--- config.mk ---
export PLATFORM = sky130hd
export DESIGN_NAME = jk_register_sequencer
export DESIGN_NICKNAME = d
export VERILOG_FILES = /design/src/rtl/jk_register_sequencer.sv
export SDC_FILE = /design/constraint.sdc
export NUM_CORES = 1
export LEC_CHECK = 0
export CAP_MARGIN = 20
export CORE_MARGIN = 5
export CORE_UTILIZATION = 53
export DETAILED_ROUTE_END_ITERATION = 10
export PLACE_DENSITY = 0.79
export REMOVE_ABC_BUFFERS = 1
export SLEW_MARGIN = 10
export SYNTH_ARGS = -nofsm -noshare
export SYNTH_HDL_FRONTEND = slang
export SYNTH_SLANG_ARGS = --single-unit
export TNS_END_PERCENT = 30
--- constraint.sdc ---
create_clock -name clk -period 3.1 [get_ports clk]
set_input_delay 0.62 -clock clk [delete_from_list [all_inputs] [get_ports clk]]
set_output_delay 0.62 -clock clk [all_outputs]
set_load 0.005 [all_outputs]
--- src/rtl/jk_register_sequencer.sv ---
// rtl/jk_register_sequencer.sv - command sequencer driving a WIDTH-bit JK flip-flop register
// CLEAR/LOAD/COUNT_UP/COUNT_DOWN over valid/ready; j/k generated every cycle, q updated by the JK rule.
module jk_register_sequencer #(
  parameter int WIDTH = 4
) (
  input  logic             clk,
  input  logic             clrn,
  input  logic             cmd_valid,
  output logic             cmd_ready,
  input  logic [1:0]       cmd_op,
  input  logic [WIDTH-1:0] cmd_data,
  input  logic             halt,
  output logic [WIDTH-1:0] j,
  output logic [WIDTH-1:0] k,
  output logic [WIDTH-1:0] q,
  output logic             busy,
  output logic             done,
  output logic             wrap
);

  typedef enum logic [1:0] {
    S_IDLE = 2'd0,
    S_EXEC = 2'd1,
    S_DONE = 2'd2
  } state_t;

  localparam logic [1:0] OP_CLEAR = 2'b00;
  localparam logic [1:0] OP_LOAD  = 2'b01;
  localparam logic [1:0] OP_UP    = 2'b10;
  localparam logic [1:0] OP_DOWN  = 2'b11;

  state_t           state_q;
  logic [1:0]       op_q;
  logic [WIDTH-1:0] data_q;
  logic [WIDTH-1:0] rem_q;
  logic [WIDTH-1:0] q_q;
  logic [WIDTH-1:0] q_d;
  logic             wrap_q;
  logic             busy_q;
  logic             done_q;
  logic             ready_q;

  logic [WIDTH-1:0] up_t;
  logic [WIDTH-1:0] dn_t;
  logic [WIDTH-1:0] j_d;
  logic [WIDTH-1:0] k_d;
  logic             is_count;
  logic             step;
  logic             wrap_hit;
  logic             last_step;

  // Toggle masks: bit i flips when all lower bits are 1 (up) or all 0 (down).
  always_comb begin
    up_t    = '0;
    dn_t    = '0;
    up_t[0] = 1'b1;
    dn_t[0] = 1'b1;
    for (int i = 1; i < WIDTH; i++) begin
      up_t[i] = up_t[i-1] & q_q[i-1];
      dn_t[i] = dn_t[i-1] & ~q_q[i-1];
    end
  end

  assign is_count  = op_q[1];
  assign step      = (state_q == S_EXEC) && is_count && !halt;
  assign wrap_hit  = step && ((op_q == OP_DOWN) ? (q_q == '0) : (&q_q));
  assign last_step = (rem_q == WIDTH'(1));

  always_comb begin
    j_d = '0;
    k_d = '0;
    if (state_q == S_EXEC) begin
      case (op_q)
        OP_CLEAR: k_d = '1;
        OP_LOAD: begin
          j_d = data_q;
          k_d = ~data_q;
        end
        OP_UP: begin
          if (!halt) begin
            j_d = up_t;
            k_d = up_t;
          end
        end
        OP_DOWN: begin
          if (!halt) begin
            j_d = dn_t;
            k_d = dn_t;
          end
        end
        default: ;
      endcase
    end
  end

  assign q_d = (j_d & ~q_q) | (~k_d & q_q);

  always_ff @(posedge clk or negedge clrn) begin
    if (!clrn) begin
      state_q <= S_IDLE;
      op_q    <= OP_CLEAR;
      data_q  <= '0;
      rem_q   <= '0;
      q_q     <= '0;
      wrap_q  <= 1'b0;
      busy_q  <= 1'b0;
      done_q  <= 1'b0;
      ready_q <= 1'b1;
    end else begin
      q_q <= q_d;
      case (state_q)
        S_IDLE: begin
          if (cmd_valid) begin
            op_q    <= cmd_op;
            data_q  <= cmd_data;
            rem_q   <= cmd_data;
            wrap_q  <= 1'b0;
            ready_q <= 1'b0;
            if (cmd_op[1] && (cmd_data == '0)) begin
              state_q <= S_DONE;
              done_q  <= 1'b1;
            end else begin
              state_q <= S_EXEC;
              busy_q  <= 1'b1;
            end
          end
        end
        S_EXEC: begin
          if (step) begin
            rem_q <= rem_q - WIDTH'(1);
          end
          if (wrap_hit) begin
            wrap_q <= 1'b1;
          end
          if (!is_count || halt || last_step) begin
            state_q <= S_DONE;
            busy_q  <= 1'b0;
            done_q  <= 1'b1;
          end
        end
        S_DONE: begin
          state_q <= S_IDLE;
          done_q  <= 1'b0;
          ready_q <= 1'b1;
        end
        default: begin
          state_q <= S_IDLE;
          busy_q  <= 1'b0;
          done_q  <= 1'b0;
          ready_q <= 1'b1;
        end
      endcase
    end
  end

  assign j         = j_d;
  assign k         = k_d;
  assign q         = q_q;
  assign busy      = busy_q;
  assign done      = done_q;
  assign wrap      = wrap_q;
  assign cmd_ready = ready_q;

endmodule
==> out/summary.md <==
The insertion delay to the later sink of the worst-skew pair came out at 300 ps. Leaving out fill and tap cells, the most frequent cells in the layout are 25 x sky130_fd_sc_hd__clkdlybuf4s50_1, 19 x sky130_fd_sc_hd__dfrtp_1, 16 x sky130_fd_sc_hd__nor2_1, 15 x sky130_fd_sc_hd__a21oi_1. The logs give 0 for the number of DRC violations after detailed routing and 0 for the number of antenna repair diodes. No sink is reached through more buffers than the 2 on the longest clock path. In this run the standard cell core region covers 2170 µm². The tools report the end of the worst hold path as cmd_ready. In the post-route analysis, the smallest setup slack over all paths is 157 ps.

In this run the static leakage power is 0.602 nW. Global routing finished with a remaining overflow of 0. The tools report the cell-internal power as 0.000853 W.

Setup violations remaining at the end of the flow were counted as 0. The hold path startpoint is cmd_ready. The slowest stage of the critical path belongs to the cell sky130_fd_sc_hd__dfrtp_1. The die area is 3290 µm², and the maximum ir drop on the vdd rail is 0.000636 V. TritonCTS built the clock tree. In the final routed layout, each cell accounts on average for 13.8 µm. The arrival time of the worst setup path is 2320 ps, and the number of flip-flops and latches in the synthesized netlist is 20. The worst hold path depth came out at 2. The final number of hold-violating endpoints is 0, and the fraction of met1 tracks used by global routing is 22.5%. The run finished with clean final reports.

The fraction of registers with async set/reset works out to 100%. For the final routed database, the setup TNS stands at 0 ps. The setup path with the least slack is of type flip-flop to primary output. The logs give 39.9% for the relative slew slack and 168 for the number of nets in the finished design.

The logs give 9.1% for the clock network fraction of design power and 21 for the maximum number of pins on one net before global-route repair. Global routing consumed, on the met3 layer, 2.26% of the routing resources. The setup check on the worst reg-to-reg path leaves a slack of 1400 ps. In this run, distinct cell masters in the synthesized netlist total 44.

The fraction of power spent switching nets is 40.2%, and the number of global-route vias before repair is 990. For the final wirelength, the log shows 2530 µm. The first global-routing pass estimated 4420 µm of wire. After the first detailed-routing iteration, the DRC count stood at 22.

The root buffer cell chosen for the clock tree is sky130_fd_sc_hd__clkbuf_4. The number of enable flip-flop cells after synthesis is 0. The library cell used most frequently in the layout, excluding fill and tap cells, is sky130_fd_sc_hd__clkdlybuf4s50_1.

Number of warnings printed during yosys synthesis: 0. Compared with the post-synthesis result, the final layout area differs by 24.6%. For the max-cap violation count, the log shows 0. For this run, global-route usage on met2 was measured as 27.4%. Once placement completed, the tool counted placed cells totaling 179. The share of layout cells above drive strength 1 is 12.9%. Counting I/O delays and the setup requirement, the final critical path takes 2940 ps.

Summing every instance area after synthesis gives 1190 µm². The depth of the most critical reg-to-reg path came out at 5. The number of clock buffers added by TritonCTS is 3.

In the global route stage, overall resource usage came out at 17.0%. In this run the post-CTS setup repair buffer count came out at 0. The tightest min-delay check is of the flip-flop to flip-flop type. The run gives 0 as the number of max-slew violations in the final report.

The routed via count divided by cell count came out at 5.76. For the final non-filler cell total, the log shows 183. The run gives 2480 ps as the critical path data required time. Traced cell by cell, the critical path runs through or4b_1 > a21oi_2 > nor2_1 > nor2_1 > clkdlybuf4s50_1. In the synthesized netlist the dominant register cell turns out to be sky130_fd_sc_hd__dfrtp_1. The run gives 1 as the total number of H-tree levels. The highest cell delay on the worst timing path came out at 630 ps.

Synthesis produced 129 cells. The power spent charging and discharging nets is 0.000573 W, and the maximum net fanout on the critical path is 16. The detail route stage leaves a number of antenna-violating nets equal to 0.

The fmax was 0.340 GHz. Pin placement for this block handled 26 I/O pins. Startpoint kind of the worst setup timing path: a flip-flop. The site row count was 17; the mean area per synthesized cell was 9.22 µm². The congestion estimate from routability-driven global placement came to 0.804. Gates resized during post-CTS repair numbered 0. The final critical path takes up 94.9% of the cycle. Ratio of total power to cell area: 961 nW/µm². In this run the critical register-to-register path is captured at q[2]. The logs give 11.1 ps for the final setup skew and 50.7% for the combinational power share. The floorplan step set the die height to 57.4 µm. Hold-fix buffer count after cts: 0.

The pre-antenna-repair detailed-routing pass consisted of 4 iterations. The number of sinks driven by the clock tree was 20; the worst slack at placement was 147 ps. The die extent in x came out at 57.4 µm. In this run the tool buffered the top-level ports with 25 buffer cells. Of the total power, registers draw 40.2%. Setup repair after global routing left no endpoint under its margin.

After filler insertion, the fill cell instance count of the layout stands at 184. The worst setup path is captured at a primary output. Initial antenna violation count: 0. For the starting density of the core, the log shows 54.8%.

The logs give 42.2% for the sequential area share after synthesis and 1,054 for the total via count after detailed routing. Startpoint of the worst register-to-register path: op_q[1]. Slew of the pin with the lowest slew margin: 899 ps. Clock-pin slew was measured on the worst setup and hold paths at 100 ps. The half-perimeter wire length of the detailed placement result is 1870 µm. Most heavily used metal layer in global routing: met2. The most common cell type on the critical path was sky130_fd_sc_hd__nor2_1.
[metrics by stage]
| step | area [µm²] | hold WS (ps) | util [%] | power (W) |
|---|---|---|---|---|
| final | 1480 | 512 | 68.3 | 0.00143 |
| after global routing | 1480 | 536 | 68.3 | 0.00156 |
| after CTS | 1480 | 521 | 68.3 | 0.00143 |
| after detailed placement | 1460 | 481 | 67.1 | 0.00130 |
| after global placement | 1460 | 474 | 67.1 | 0.00128 |
| after floorplan | 1150 | 324 | - | 0.000985 |
[per-layer routing]
layer	up-vias	wire (µm)
met2	27	1200
met3	2	161
met1	505	1140
li1	520	-
met4	0	26
met5	-	0
[synthesized netlist by cell type (3+ instances only)]
library cell                n  share of area, %
sky130_fd_sc_hd__nor3_1     3               1.3
sky130_fd_sc_hd__inv_1      5               1.6
sky130_fd_sc_hd__clkbuf_1   3              0.95
sky130_fd_sc_hd__nor2_1    16               5.0
sky130_fd_sc_hd__nor2b_1    3               1.6
sky130_fd_sc_hd__a21oi_1   15               6.3
sky130_fd_sc_hd__mux2_2     7               6.6
sky130_fd_sc_hd__o21ai_0    7               2.9
sky130_fd_sc_hd__nand2b_1   5               2.6
sky130_fd_sc_hd__dfrtp_1   19                40
sky130_fd_sc_hd__nand2_1    7               2.2
[worst max path at each step]
stage,to,from,cells after the start,slack [ps]
floorplan,rem_q[0],cmd_valid,3,1060
global placement,j[2],halt,6,180
detailed placement,j[2],halt,6,150
CTS,j[2],halt,6,150
global route,k[3],op_q[0],5,20
finish,k[3],op_q[0],5,160
[cells by family after synthesis]
family	count (synthesis)	synth area share, %
xor gates and xnor gates	1	0.736
adders and majority gates	2	2.10
DFF	20	42.2
muxes	7	6.62
AOI/OAI and AO/OA	35	18.4
and+or+nand+nor	53	24.9
buffers and inverters	11	5.05
[worst max-delay path: cells and delay by family (launching register included)]
family                 cells  cell delay, ps
DFF                        1             630
AOI/OAI and AO/OA          1             210
and+or+nand+nor            3             660
buffers and inverters      1             520
[power groups by stage]
stage	combinational (W)	sequential, W	clock (W)
3_5_place_dp	0.000728	0.000573	0
2_1_floorplan	0.000453	0.000532	0
5_1_grt	0.000814	0.000600	0.000148
3_3_place_gp	0.000711	0.000565	0
4_1_cts	0.000731	0.000566	0.000133
6_report	0.000722	0.000573	0.000130
[area by class of cell]
type	instances	area, µm²	share of cell area (%)
clock buffers	4	26.3	1.77
inverters	5	18.8	1.27
multi-input cells	98	628	42.4
flip-flops and latches	20	502	33.8
well taps	28	35.0	2.36
repair buffers	28	273	18.4
[state kept, by name (all words and copies together), names as in the netlist]
name / count
data_q: 4
q: 4
wrap: 1
op_q: 2
state_q: 2
busy: 1
cmd_ready: 1
rem_q: 4
done: 1
Power figures use the tool's default switching activity.
